--- src/rtl/bank_stream_mux.sv ---
// Streams a programmed number of beats from one of NUM_BANKS SRAM read ports, in fixed or
// auto-rotating bank order, through a 2-entry skid buffer with a valid/ready handshake.
module bank_stream_mux #(
  parameter int unsigned Es        = 8,
  parameter int unsigned NUM_BANKS = 8,
  parameter int unsigned SEL_W     = 3,
  parameter int unsigned CNT_W     = 16
) (
  input  logic             clk,
  input  logic             rst,
  input  logic             start,
  input  logic [CNT_W-1:0] len,
  input  logic             mode,
  input  logic [SEL_W-1:0] mux_sel,
  input  logic [SEL_W-1:0] bank_last,
  input  logic [Es-1:0]    mux_in [0:NUM_BANKS-1],
  input  logic             in_vld,
  output logic             in_rdy,
  output logic [SEL_W-1:0] cur_bank,
  output logic [Es-1:0]    out_data,
  output logic             out_vld,
  input  logic             out_rdy,
  output logic             busy,
  output logic             done
);

  typedef enum logic [1:0] {StIdle, StRun, StDrain} state_e;

  state_e           state_q, state_d;
  logic [CNT_W-1:0] rem_q, rem_d;
  logic             mode_q, mode_d;
  logic [SEL_W-1:0] base_q, base_d;
  logic [SEL_W-1:0] last_q, last_d;
  logic [SEL_W-1:0] ptr_q, ptr_d;
  logic [Es-1:0]    buf0_q, buf0_d;
  logic [Es-1:0]    buf1_q, buf1_d;
  logic [1:0]       cnt_q, cnt_d;
  logic             done_q, done_d;
  logic             push, pop;
  logic [Es-1:0]    sel_data;

  // Bank indices beyond the populated ports read as zero.
  always_comb begin
    sel_data = '0;
    if (32'(ptr_q) < NUM_BANKS) begin
      sel_data = mux_in[ptr_q];
    end
  end

  assign in_rdy   = (state_q == StRun) && (cnt_q != 2'd2);
  assign push     = in_rdy && in_vld;
  assign pop      = (cnt_q != 2'd0) && out_rdy;
  assign out_vld  = (cnt_q != 2'd0);
  assign out_data = out_vld ? buf0_q : '0;
  assign busy     = (state_q != StIdle);
  assign done     = done_q;
  assign cur_bank = ptr_q;

  always_comb begin
    state_d = state_q;
    rem_d   = rem_q;
    mode_d  = mode_q;
    base_d  = base_q;
    last_d  = last_q;
    ptr_d   = ptr_q;
    done_d  = 1'b0;
    unique case (state_q)
      StIdle: begin
        if (start) begin
          if (len != '0) begin
            rem_d   = len;
            mode_d  = mode;
            base_d  = mux_sel;
            last_d  = bank_last;
            ptr_d   = mux_sel;
            state_d = StRun;
          end else begin
            done_d = 1'b1;
          end
        end
      end
      StRun: begin
        if (push) begin
          rem_d = rem_q - 1'b1;
          if (mode_q) begin
            ptr_d = ((ptr_q == last_q) || (ptr_q == SEL_W'(NUM_BANKS - 1))) ? base_q
                                                                             : ptr_q + 1'b1;
          end
          if (rem_q == CNT_W'(1)) begin
            state_d = StDrain;
          end
        end
      end
      StDrain: begin
        if (cnt_q == 2'd0) begin
          state_d = StIdle;
          done_d  = 1'b1;
        end
      end
      default: state_d = StIdle;
    endcase
  end

  // Skid buffer: buf0 is the head; a push lands in the first slot free after any pop.
  always_comb begin
    buf0_d = buf0_q;
    buf1_d = buf1_q;
    cnt_d  = cnt_q;
    if (pop) begin
      buf0_d = buf1_q;
    end
    if (push) begin
      if ((cnt_q == 2'd0) || ((cnt_q == 2'd1) && pop)) begin
        buf0_d = sel_data;
      end else begin
        buf1_d = sel_data;
      end
    end
    unique case ({push, pop})
      2'b10:   cnt_d = cnt_q + 2'd1;
      2'b01:   cnt_d = cnt_q - 2'd1;
      default: cnt_d = cnt_q;
    endcase
  end

  always_ff @(posedge clk) begin
    if (!rst) begin
      state_q <= StIdle;
      rem_q   <= '0;
      mode_q  <= 1'b0;
      base_q  <= '0;
      last_q  <= '0;
      ptr_q   <= '0;
      buf0_q  <= '0;
      buf1_q  <= '0;
      cnt_q   <= 2'd0;
      done_q  <= 1'b0;
    end else begin
      state_q <= state_d;
      rem_q   <= rem_d;
      mode_q  <= mode_d;
      base_q  <= base_d;
      last_q  <= last_d;
      ptr_q   <= ptr_d;
      buf0_q  <= buf0_d;
      buf1_q  <= buf1_d;
      cnt_q   <= cnt_d;
      done_q  <= done_d;
    end
  end

endmodule

--- config.mk ---
export PLATFORM = sky130hd
export DESIGN_NAME = bank_stream_mux
export DESIGN_NICKNAME = d
export VERILOG_FILES = /design/src/rtl/bank_stream_mux.sv
export SDC_FILE = /design/constraint.sdc
export NUM_CORES = 1
export LEC_CHECK = 0
export CAP_MARGIN = 20
export CORE_AREA = 2 2 88 90
export CTS_CLUSTER_SIZE = 25
export DETAILED_ROUTE_END_ITERATION = 10
export DIE_AREA = 0 0 90 92
export GPL_ROUTABILITY_DRIVEN = 0
export GPL_TIMING_DRIVEN = 1
export PLACE_DENSITY = 0.76
export REMOVE_ABC_BUFFERS = 1
export SYNTH_ARGS = -nofsm -noshare
export SYNTH_HDL_FRONTEND = slang
export SYNTH_SLANG_ARGS = --single-unit
--- constraint.sdc ---
create_clock -name clk -period 2 [get_ports clk]
set_clock_uncertainty 0.1 [all_clocks]
set_input_delay 0.2 -clock clk [delete_from_list [all_inputs] [get_ports clk]]
set_output_delay 0.2 -clock clk [all_outputs]
set_load 0.01 [all_outputs]
==> flow_summary.ini <==
[status]
violations = negative setup slack
run_status = finished with violations

[critical_path]
cp-end-kind = flop
cp_data_arrival_time_ns = 2.14
max_stage_delay_ns = 0.55
worstSetupPathType = reg2reg
reg2reg_from = rem_q[1]
cp_slowest_cell = or4_4
cp_max_fo = 4
critPathLaunchType = flop
path_cells = or4_4 > or4_4 > o21a_1 > o21ai_2 > a21oi_2
cp.required_ns = 2.10
cpMostUsedCell = or4_4
r2r_cells = 5
rrSetupSlack_ns = -0.03
regToRegEndpoint = rem_q[15]

[timing]
min_period_over_period_pct = 102
period_minus_slack_ns = 2.03
setup_viol = 1
worst_pin_slew_ns = 0.495
slew_violations = 0
relSlewSlack_pct = 66.7
max_freq_mhz = 491
final-hold-violation-count = 0
rsz0062_at_grt = true
timing.final.ws_setup_ns = -0.0349

[placed_design]
postPlaceCellArea_mm2 = 0.00438
place_ws_ns = -0.168
hpwl_um = 7080
portBuffers = 106

[die]
fp.dieW_um = 90
ioPinCount = 107
core_area_mm2 = 0.00745
die_h_um = 92
dieArea_mm2 = 0.00828
floorplan.initialDensity_pct = 39.4
fp-row-count = 32

[grt]
grt_pass1_wl_um = 14700
grt_pass1_vias = 3023
antenna_found_initial = 0
gr-total-overflow = 0
grt_max_degree = 23
grt_use_total_pct = 21.9

[route]
vias = 3187
viasPerCell = 5.57
dr.pass1.iters = 4
antenna_left = 0
wl_per_cell_um = 17.3
finalWirelength_um = 9870
drc = 0
drt-initial-drc-count = 279

[min_path]
hold_path_class = reg2reg
hold_end = rem_q[15]
min_delay_path_depth = 2
holdCritStartpoint = rem_q[15]

[cells_and_area]
n_antenna_cell = 0
final_nets = 570
stdcell_area_mm2 = 0.00469
n_fill_cell = 613
drive_gt1_share_pct = 23.6
syn2layout_area_growth_pct = 59.7

[clock_tree]
clock-root-buffer = clkbuf_8
cts_tree = built
clock_latency_ns = 0.31
clk_pin_slew_ns = 0.09
ctsHtreeMaxLevel = 2
clock-sinks = 47
cts_buffers = 5
cts_buffer_depth = 2

[synthesis]
synthFlopType = dfxtp_1
ys_seq_area_share_pct = 32.0
synth-edff-count = 0
async_flop_share_pct = 0
ys_top_cells_by_area = dfxtp_1 32%, mux4_2 12%, a211oi_1 7.4%
synth.distinct_cells = 50
syn_area_mm2 = 0.00294
synthCells = 327
synth_largest_area_cell = dfxtp_1
yosys.area.top_type_share_pct = 32.0
ys_warn_count = 0
synth_area_per_cell_um2 = 8.98
ys_ff_latch = 47

[pwr]
finalPower_mw = 3.37
ir_drop_mv = 0.317
p_per_area_mw_per_mm2 = 720
cellLeakagePower_nw = 1.85

[flow_run]
cap_viol_max_count = 0
cell usage in the layout (no fill, tap or decap), types with 7 or more instances in the layout:
cell             synthesis  layout
a211oi_1                29      29
buf_4                    2      37
a21oi_1                 16      14
o21ai_0                 17      13
dfxtp_1                 47      42
mux4_2                  16      16
nand2_1                 29      29
mux2i_1                 17      17
clkdlybuf4s50_1          0      98
nor2_1                  29      28
inv_1                    9       7
nor2b_1                 10      10
and2_1                   9       9
cells in the mapped netlist, drive strengths merged (2+ instances only):
cell	n
inv	10
and2	9
xor2	4
clkbuf	12
buf	7
nand3	4
a21oi	16
nor2	29
nor3	4
ha	8
mux4	16
dfxtp	47
nand2	29
o22ai	3
nor2b	10
o211ai	3
a221oi	4
o221ai	2
a211oi	29
nand4	4
xnor2	4
mux2i	17
o32ai	2
a31oi	4
or2	2
o31ai	2
or4	4
nand2b	4
o21ai	18
nor4	6
or3	2
registers in the layout, indices dropped and copies added (netlist names):
| register | count |
|---|---|
| last_q | 3 |
| base_q | 3 |
| rem_q | 16 |
| state_q | 2 |
| buf0_q | 8 |
| mode_q | 1 |
| done | 1 |
| cur_bank | 3 |
| buf1_q | 8 |
| cnt_q | 2 |
report_power, final:
group	total [mW]	switching, mW	internal [mW]
Sequential	1.16	0.0951	1.06
Clock	0.579	0.339	0.240
Combinational	1.64	0.786	0.852
Total	3.37	1.22	2.16
worst max path at each step:
stage                           from        end  slack [ns]  cells after the start
final                       rem_q[1]  rem_q[15]       -0.03                      5
after global routing        rem_q[1]  rem_q[11]       -0.07                      5
after CTS                   cnt_q[0]   rem_q[0]       0.004                      7
after detailed placement     len[14]   rem_q[0]       -0.17                      6
after global placement        len[6]   rem_q[6]       -0.16                      6
after floorplan           state_q[0]   rem_q[0]       -0.39                      5
cell families after synthesis:
| kind of cell | count (synthesis) | share of synthesized area, % |
|---|---|---|
| flip-flops | 47 | 32.0 |
| AO/OA/AOI/OAI | 89 | 20.3 |
| AND/OR/NAND/NOR | 112 | 19.5 |
| XOR/XNOR | 8 | 2.39 |
| adder cells (fa/ha/maj) | 8 | 3.41 |
| buffers and inverters | 30 | 4.26 |
| multiplexers | 33 | 18.1 |
worst max-delay path, delay by kind of cell (launching register included):
kind               cells  cell delay, ns
AOI/OAI and AO/OA      3            0.41
DFF                    1            0.35
and+or+nand+nor        2            1.09
stage by stage:
stage               hold WS [ns]  std cells  TNS (ns)  utilization [%]
floorplan                  0.222        308     -4.50                -
global placement           0.369        556     -2.45             58.8
detailed placement         0.377        556     -2.99             58.8
CTS                        0.395        566         0             61.0
global route               0.412        572    -0.183             63.0
finish                     0.379        572   -0.0349             63.0
metal layers:
metal	global-route usage (%)	vias to the layer above	routed length (um)
li1	-	1517	-
met1	28.8	1538	4290
met2	37.0	110	4930
met3	3.37	22	411
met4	7.31	0	233
met5	0	-	0
repair_timing:
action	in CTS	in global routing
pin swaps	4	12
resized for setup	18	38
hold endpoints to repair	0	0
gates cloned	2	2
setup endpoints to repair	15	41
hold buffers	0	0
buffers inserted	1	4
cell type report:
class                      count  area [um^2]  share of cell area, %
tap                          102          128                   2.72
clock buffer                   5         68.8                   1.47
sequential                    47          947                   20.2
timing repair buffer         155         1490                   31.7
inverter                      11         41.3                  0.880
clock inverter                 2         13.8                  0.293
multi-input combinational    250         2000                   42.7
Note: power is estimated with default switching activity, not from simulation.
